**src/rtl/counter_updown_mod_param.sv**
```systemverilog
`default_nettype none
// ============================================================================
// Module   : counter_updown_mod_param
// Purpose  : Up/down modulo counter with load, clear, wrap/saturate mode,
//            a terminal-count flag and a one-cycle wrap pulse.
// Revision : 1.0 - initial release
// ============================================================================
module counter_updown_mod_param #(
  parameter int              WIDTH    = 4,
  parameter longint unsigned MODULUS  = 16,
  parameter int              SATURATE = 0
) (
  input  logic             clock,
  input  logic             reset,
  input  logic             enable,
  input  logic             up_down,
  input  logic             load,
  input  logic [WIDTH-1:0] load_value,
  input  logic             clear,
  output logic [WIDTH-1:0] out,
  output logic             terminal,
  output logic             wrap
);

  // Bounds are held one bit wider than the count so MODULUS = 2^WIDTH is representable.
  localparam logic [64:0]    c_span = 65'd1 << WIDTH;
  localparam logic [WIDTH:0] c_mod  = (WIDTH+1)'(MODULUS);
  localparam logic [WIDTH:0] c_max  = (WIDTH+1)'(MODULUS - 64'd1);
  localparam bit             c_sat  = (SATURATE != 0);

  generate
    if (WIDTH < 1 || WIDTH > 32) begin : g_bad_width
      $error("counter_updown_mod_param: WIDTH must be in 1..32");
    end
    if (MODULUS < 2 || 65'(MODULUS) > c_span) begin : g_bad_modulus
      $error("counter_updown_mod_param: MODULUS must be in 2..2**WIDTH");
    end
  endgenerate

  logic [WIDTH-1:0] r_out;
  logic             r_wrap;

  logic [WIDTH:0]   w_out_ext;
  logic [WIDTH:0]   w_load_ext;
  logic             w_at_max;
  logic             w_at_min;
  logic [WIDTH-1:0] w_inc;
  logic [WIDTH-1:0] w_dec;
  logic [WIDTH-1:0] w_load_clamped;
  logic [WIDTH-1:0] w_next_out;
  logic             w_next_wrap;

  assign w_out_ext      = {1'b0, r_out};
  assign w_load_ext     = {1'b0, load_value};
  assign w_at_max       = (w_out_ext == c_max);
  assign w_at_min       = (r_out == '0);
  assign w_inc          = r_out + 1'b1;
  assign w_dec          = r_out - 1'b1;
  assign w_load_clamped = (w_load_ext >= c_mod) ? c_max[WIDTH-1:0] : load_value;

  // Priority: clear, load, count, hold. Wrap is only raised by a bound crossing.
  always_comb begin
    w_next_out  = r_out;
    w_next_wrap = 1'b0;
    if (clear) begin
      w_next_out = '0;
    end else if (load) begin
      w_next_out = w_load_clamped;
    end else if (enable) begin
      if (up_down) begin
        if (!w_at_max) begin
          w_next_out = w_inc;
        end else if (!c_sat) begin
          w_next_out  = '0;
          w_next_wrap = 1'b1;
        end
      end else begin
        if (!w_at_min) begin
          w_next_out = w_dec;
        end else if (!c_sat) begin
          w_next_out  = c_max[WIDTH-1:0];
          w_next_wrap = 1'b1;
        end
      end
    end
  end

  always_ff @(posedge clock or negedge reset) begin
    if (!reset) begin
      r_out  <= '0;
      r_wrap <= 1'b0;
    end else begin
      r_out  <= w_next_out;
      r_wrap <= w_next_wrap;
    end
  end

  assign out      = r_out;
  assign wrap     = r_wrap;
  assign terminal = up_down ? w_at_max : w_at_min;

endmodule
`default_nettype wire

```
**config.mk**
```make
export PLATFORM = sky130hd
export DESIGN_NAME = counter_updown_mod_param
export DESIGN_NICKNAME = d
export VERILOG_FILES = /design/src/rtl/counter_updown_mod_param.sv
export SDC_FILE = /design/constraint.sdc
export NUM_CORES = 1
export LEC_CHECK = 0
export CAP_MARGIN = 20
export CELL_PAD_IN_SITES_DETAIL_PLACEMENT = 0
export CELL_PAD_IN_SITES_GLOBAL_PLACEMENT = 1
export CORE_AREA = 8 8 49 51
export DETAILED_ROUTE_END_ITERATION = 8
export DIE_AREA = 0 0 57 59
export GPL_TIMING_DRIVEN = 1
export HOLD_SLACK_MARGIN = 0.06
export PLACE_DENSITY_LB_ADDON = 0.05
export SETUP_SLACK_MARGIN = 0.3
export SLEW_MARGIN = 30
export SYNTH_ARGS = -nofsm -noshare
export SYNTH_HDL_FRONTEND = slang
export SYNTH_SLANG_ARGS = --single-unit
```
**constraint.sdc**
```tcl
create_clock -name clock -period 1.6 [get_ports clock]
set_clock_uncertainty 0.1 [all_clocks]
set_input_delay 0.32 -clock clock [delete_from_list [all_inputs] [get_ports clock]]
set_output_delay 0.32 -clock clock [all_outputs]
set_load 0.01 [all_outputs]
```
== Yosys cells after proc, flatten, opt, wreduce, memory -nomap -nowiden ==
Cells that the tools add are included.

* Add/sub/neg operators: 2
* Magnitude comparators: 1
* Eq/ne operators: 1
* Multiplexer cells: 14
* Reduce and logical (&&, ||, !) cells: 2

{| class="wikitable"
|+ Operators with widths
! operator !! number
|-
| $mux W4 || 7
|-
| $mux W1 || 7
|-
| $ge A4 B5 Y1 const B || 1
|-
| $add A4 B1 Y4 const B || 1
|-
| $eq A4 B4 Y1 const B || 1
|-
| $logic_not A4 Y1 || 1
|-
| $sub A4 B1 Y4 const B || 1
|-
| $reduce_bool A3 Y1 || 1
|}

* Register bits: 5
* Input bits: 10
* Logic and storage cells: 22

== Depth between registers and ports, before layout ==
* Depth after elaboration: 6
* Gate-level depth with buffers: 6
* Gate-level depth less buffers: 6

== Worst setup path before layout ==
No wires, ideal clock.

* Path kind: reg2reg
* Start point: register r_out[0] (netlist: out[0])
* End point: register r_out[0] (netlist: out[0])
* Library setup time: 71 ps
* Data arrival time: 1557 ps
* Slack: -129 ps
* Stages on the path, launching flop included: 7
* Buffers on the path: 0
* Period minus slack after synthesis: 1729 ps
* Cells stage by stage: dfrtp_1 > inv_1 > ha_1 > or4b_4 > a311oi_1 > a21oi_1 > nor2_1

* Longest elaborated chain between the ends: 6
* Elaborated cells between the ends (all ways): 10
* Classes of those cells: add/sub: 2; eq/ne: 1; mux: 6; reduce/logical: 1

{| class="wikitable"
|+ RTL lines
! element !! RTL line !! source
|-
| start: declaration || 40 || <nowiki>logic [WIDTH-1:0] r_out;</nowiki>
|-
| start signal: assignment || 93 || <nowiki>r_out <= w_next_out;</nowiki>
|-
| $sub A4 B1 Y4 (tied with other cells) || 58 || <nowiki>assign w_dec = r_out - 1'b1;</nowiki>
|-
| $mux W4, on equally long branches || 78, 71 ||
|-
| $mux W4 * || 70 || <nowiki>if (up_down) begin</nowiki>
|-
| $mux W4 * || 69 || <nowiki>end else if (enable) begin</nowiki>
|-
| $mux W4 * || 67 || <nowiki>end else if (load) begin</nowiki>
|-
| $mux W4 * || 65 || <nowiki>if (clear) begin</nowiki>
|}

Mark *: on every way between the ends. The rest lies on a longest branch, timed or not. The select of a mux whose other input is x is not followed.
A chain may end at the register's enable or synchronous reset.

== Worst setup path in the final report ==
* Start point: register r_out[0] (netlist: out[0])
* End point: output terminal

* Longest elaborated chain between the ends: 2
* Elaborated cells between the ends (all ways): 3
* Classes of those cells: eq/ne: 1; mux: 1; reduce/logical: 1

{| class="wikitable"
|+ RTL lines
! element !! RTL line !! source
|-
| $eq A4 B4 Y1 or $logic_not A4 Y1 (tied branches) || 55, 56 ||
|-
| $mux W1 * || 100 || <nowiki>assign terminal = up_down ? w_at_max : w_at_min;</nowiki>
|-
| end: declaration || 21 || <nowiki>output logic terminal,</nowiki>
|}

Mark *: on every way between the ends. The rest lies on a longest branch, timed or not.

==> results.py <==
metrics = {
    "placed_design": {
        "place_hpwl_mm": 1.02,
        "post-place-cells": 89,
        "place_area_um2": 676,
        "io_buffer_count": 15,
        "gp_congestion": 0.760,
    },
    "critical_path": {
        "worstSetupPathType": "reg -> out",
        "start_kind": "register",
        "r2r_setup_slack_ns": -0.21,
        "r2r_cells": 7,
        "reg2reg_from": "out[0]$_DFFE_PN0P_",
        "r2r_end": "out[0]$_DFFE_PN0P_",
        "arrival_ns": 1.48,
        "worstSetupEndpointType": "primary output",
        "worstPathRequired_ns": 1.18,
        "worstPathMaxFanout": 2,
    },
    "detailed_routing": {
        "route.met3.wl_um": 90,
        "wl_met2_um": 622,
        "drt-met1-wl_um": 632,
        "wirelength_mm": 1.35,
        "via_count": 465,
        "wl_per_cell_um": 14.0,
        "drt_iter0_markers": 6,
        "vias_per_cell": 4.84,
        "route.detailed.drc": 0,
        "maxUsedRoutingLayer": "met3",
        "ant_nets": 0,
        "drtPass1Iterations": 2,
    },
    "pwr": {
        "power.leakage_nw": 0.343,
        "peakVddDrop_uv": 595,
        "pwr_density_cell_nw_per_um2": 642,
    },
    "clock_network": {
        "clock_latency_ns": 0.24,
        "ctsHoldBuffers": 0,
        "htreeDepth": 1,
        "numCtsBuffers": 3,
        "cts_tree": "built",
        "cts_root_buffer": "clkbuf_4",
        "clkSlewWorstSetupHoldPaths_ns": 0.04,
        "cts_sinks": 5,
        "cts.path.max_buffers": 2,
    },
    "yosys": {
        "synth_nets": 59,
        "ys_seq_area_frac": 0.306,
        "synth_ff_type": "dfrtp_1",
        "syn_inst": 47,
        "yosysWarnings": 0,
        "synthArstFlopShare": 1.00,
        "ys_top_cells_by_area": "dfrtp_1 (31%), inv_1 (6.4%), a21oi_1 (6.1%)",
        "syn_area_per_cell_um2": 8.71,
        "synth_top_area_cell": "dfrtp_1",
        "synth_cell_types": 26,
        "ys_seq_elements": 5,
        "netlist.area_leader.share": 0.306,
        "netlist_area_um2": 409,
        "synth_edf_count": 0,
    },
    "hold_path": {
        "worst_hold_path_type": "in -> async",
    },
    "cells_and_area": {
        "diodes": 0,
        "finalInstanceArea_um2": 776,
        "drive_gt1_frac": 0.456,
        "nets": 92,
        "stdcell_count": 96,
        "post-route-util": 0.470,
        "synthToLayoutAreaGrowth_pct": 89.6,
    },
    "grt": {
        "grt_pass1_vias": 477,
        "grt_max_degree": 10,
        "grt_pass1_wl_mm": 2.24,
        "grt_overflow": 0,
        "antenna_found_initial": 0,
        "track_usage": 0.0826,
    },
    "job": {
        "cap_violations": 0,
    },
    "status": {
        "status": "finished, violations left",
        "violations": "negative setup slack",
    },
    "sta": {
        "tns_ns": -0.678,
        "worstMarginPinSlew_ns": 0.385,
        "whs_ns": 0.204,
        "slew_headroom": 0.742,
        "timing.final.ws_setup_ns": -0.295,
        "hold_viol": 0,
        "period_share": 1.18,
        "rsz0062_at_grt": "true",
        "setup_viol": 4,
        "fmax_ghz": 0.528,
        "period_needed_ns": 1.90,
        "slew_viol_final": 0,
    },
    "floorplanning": {
        "fp.coreArea_um2": 1650,
        "pin_count": 16,
        "rows": 15,
        "start_util": 0.248,
        "die_area_um2": 3360,
        "die_y_um": 59,
        "die_w_um": 57,
    },
}
cells in the mapped netlist, drive strengths merged, types with 2 or more instances:
| cell | instances |
|---|---|
| nand2 | 3 |
| xnor2 | 2 |
| mux2i | 2 |
| a2111oi | 2 |
| ha | 2 |
| nor2 | 3 |
| dfrtp | 5 |
| inv | 7 |
| a21oi | 5 |
| buf | 2 |
logic make-up after synthesis:
| logic type | synth area share |
|---|---|
| buffers and inverters | 0.0948 |
| XOR/XNOR | 0.0428 |
| AND/OR/NAND/NOR | 0.190 |
| flip-flops | 0.306 |
| multiplexers | 0.0489 |
| adder cells (fa/ha/maj) | 0.0612 |
| AO/OA/AOI/OAI | 0.257 |
routing by layer:
metal,track usage,vias to the layer above
met4,0,0
met5,0,-
li1,-,235
met1,0.100,217
met2,0.132,13
met3,0.0472,0
cells in the final DEF, fill, tap and decap left out, types with 2 or more instances in the layout:
master           netlist  final
buf_6                  0     10
clkdlybuf4s50_1        0      9
buf_4                  1      9
inv_1                  7      5
a21oi_1                5      4
nor2_1                 3      3
clkbuf_4               0      3
dfrtp_1                5      3
inv_2                  0      2
nand2_1                3      2
xnor2_1                2      2
mux2i_1                2      2
dfrtp_2                0      2
registers in the layout (all words and copies together), names as in the netlist:
name,count
out,4
wrap,1
area by class of cell:
cell class              instances  area (um2)
flip-flops and latches          5         128
fillers                       176         876
multi-input cells              33         289
repair buffers                 30         285
clock buffers                   4        26.3
well taps                      17        21.3
inverters                       7        26.3
stage by stage:
step,setup WS [ns],total power [W]
floorplan,-0.0535,0.000230
global placement,-0.646,0.000329
detailed placement,-0.660,0.000326
CTS,-0.310,0.000494
global route,-0.355,0.000536
finish,-0.295,0.000498
worst max-delay path by stage:
stage / startpoint / to / cells past startpoint
floorplan: out[0]$_DFFE_PN0P_ / out[0]$_DFFE_PN0P_ / 6
global placement: up_down / terminal / 4
detailed placement: up_down / terminal / 4
CTS: out[0]$_DFFE_PN0P_ / terminal / 5
global route: out[1]$_DFFE_PN0P_ / terminal / 5
finish: out[0]$_DFFE_PN0P_ / terminal / 5
power breakdown:
| part | switching (W) | total [W] | internal, W | leakage [nW] |
|---|---|---|---|---|
| clock | 0.0000487 | 0.000143 | 0.0000941 | 0.0150 |
| sequential | 0.00000757 | 0.000144 | 0.000136 | 0.0630 |
| combinational | 0.0000905 | 0.000211 | 0.000121 | 0.265 |
critical path, cell delays in order (launching register included):
cell,delay (ns)
dfrtp_2,0.40
inv_2,0.07
ha_4,0.13
or4b_4,0.46
nand2_2,0.08
buf_6,0.10
what timing repair did:
item,4_1_cts,5_1_grt
buffers inserted,2,1
pin swaps,0,1
setup endpoints to repair,11,11
gates resized for setup,33,6
(Power assumes the default switching activity.)
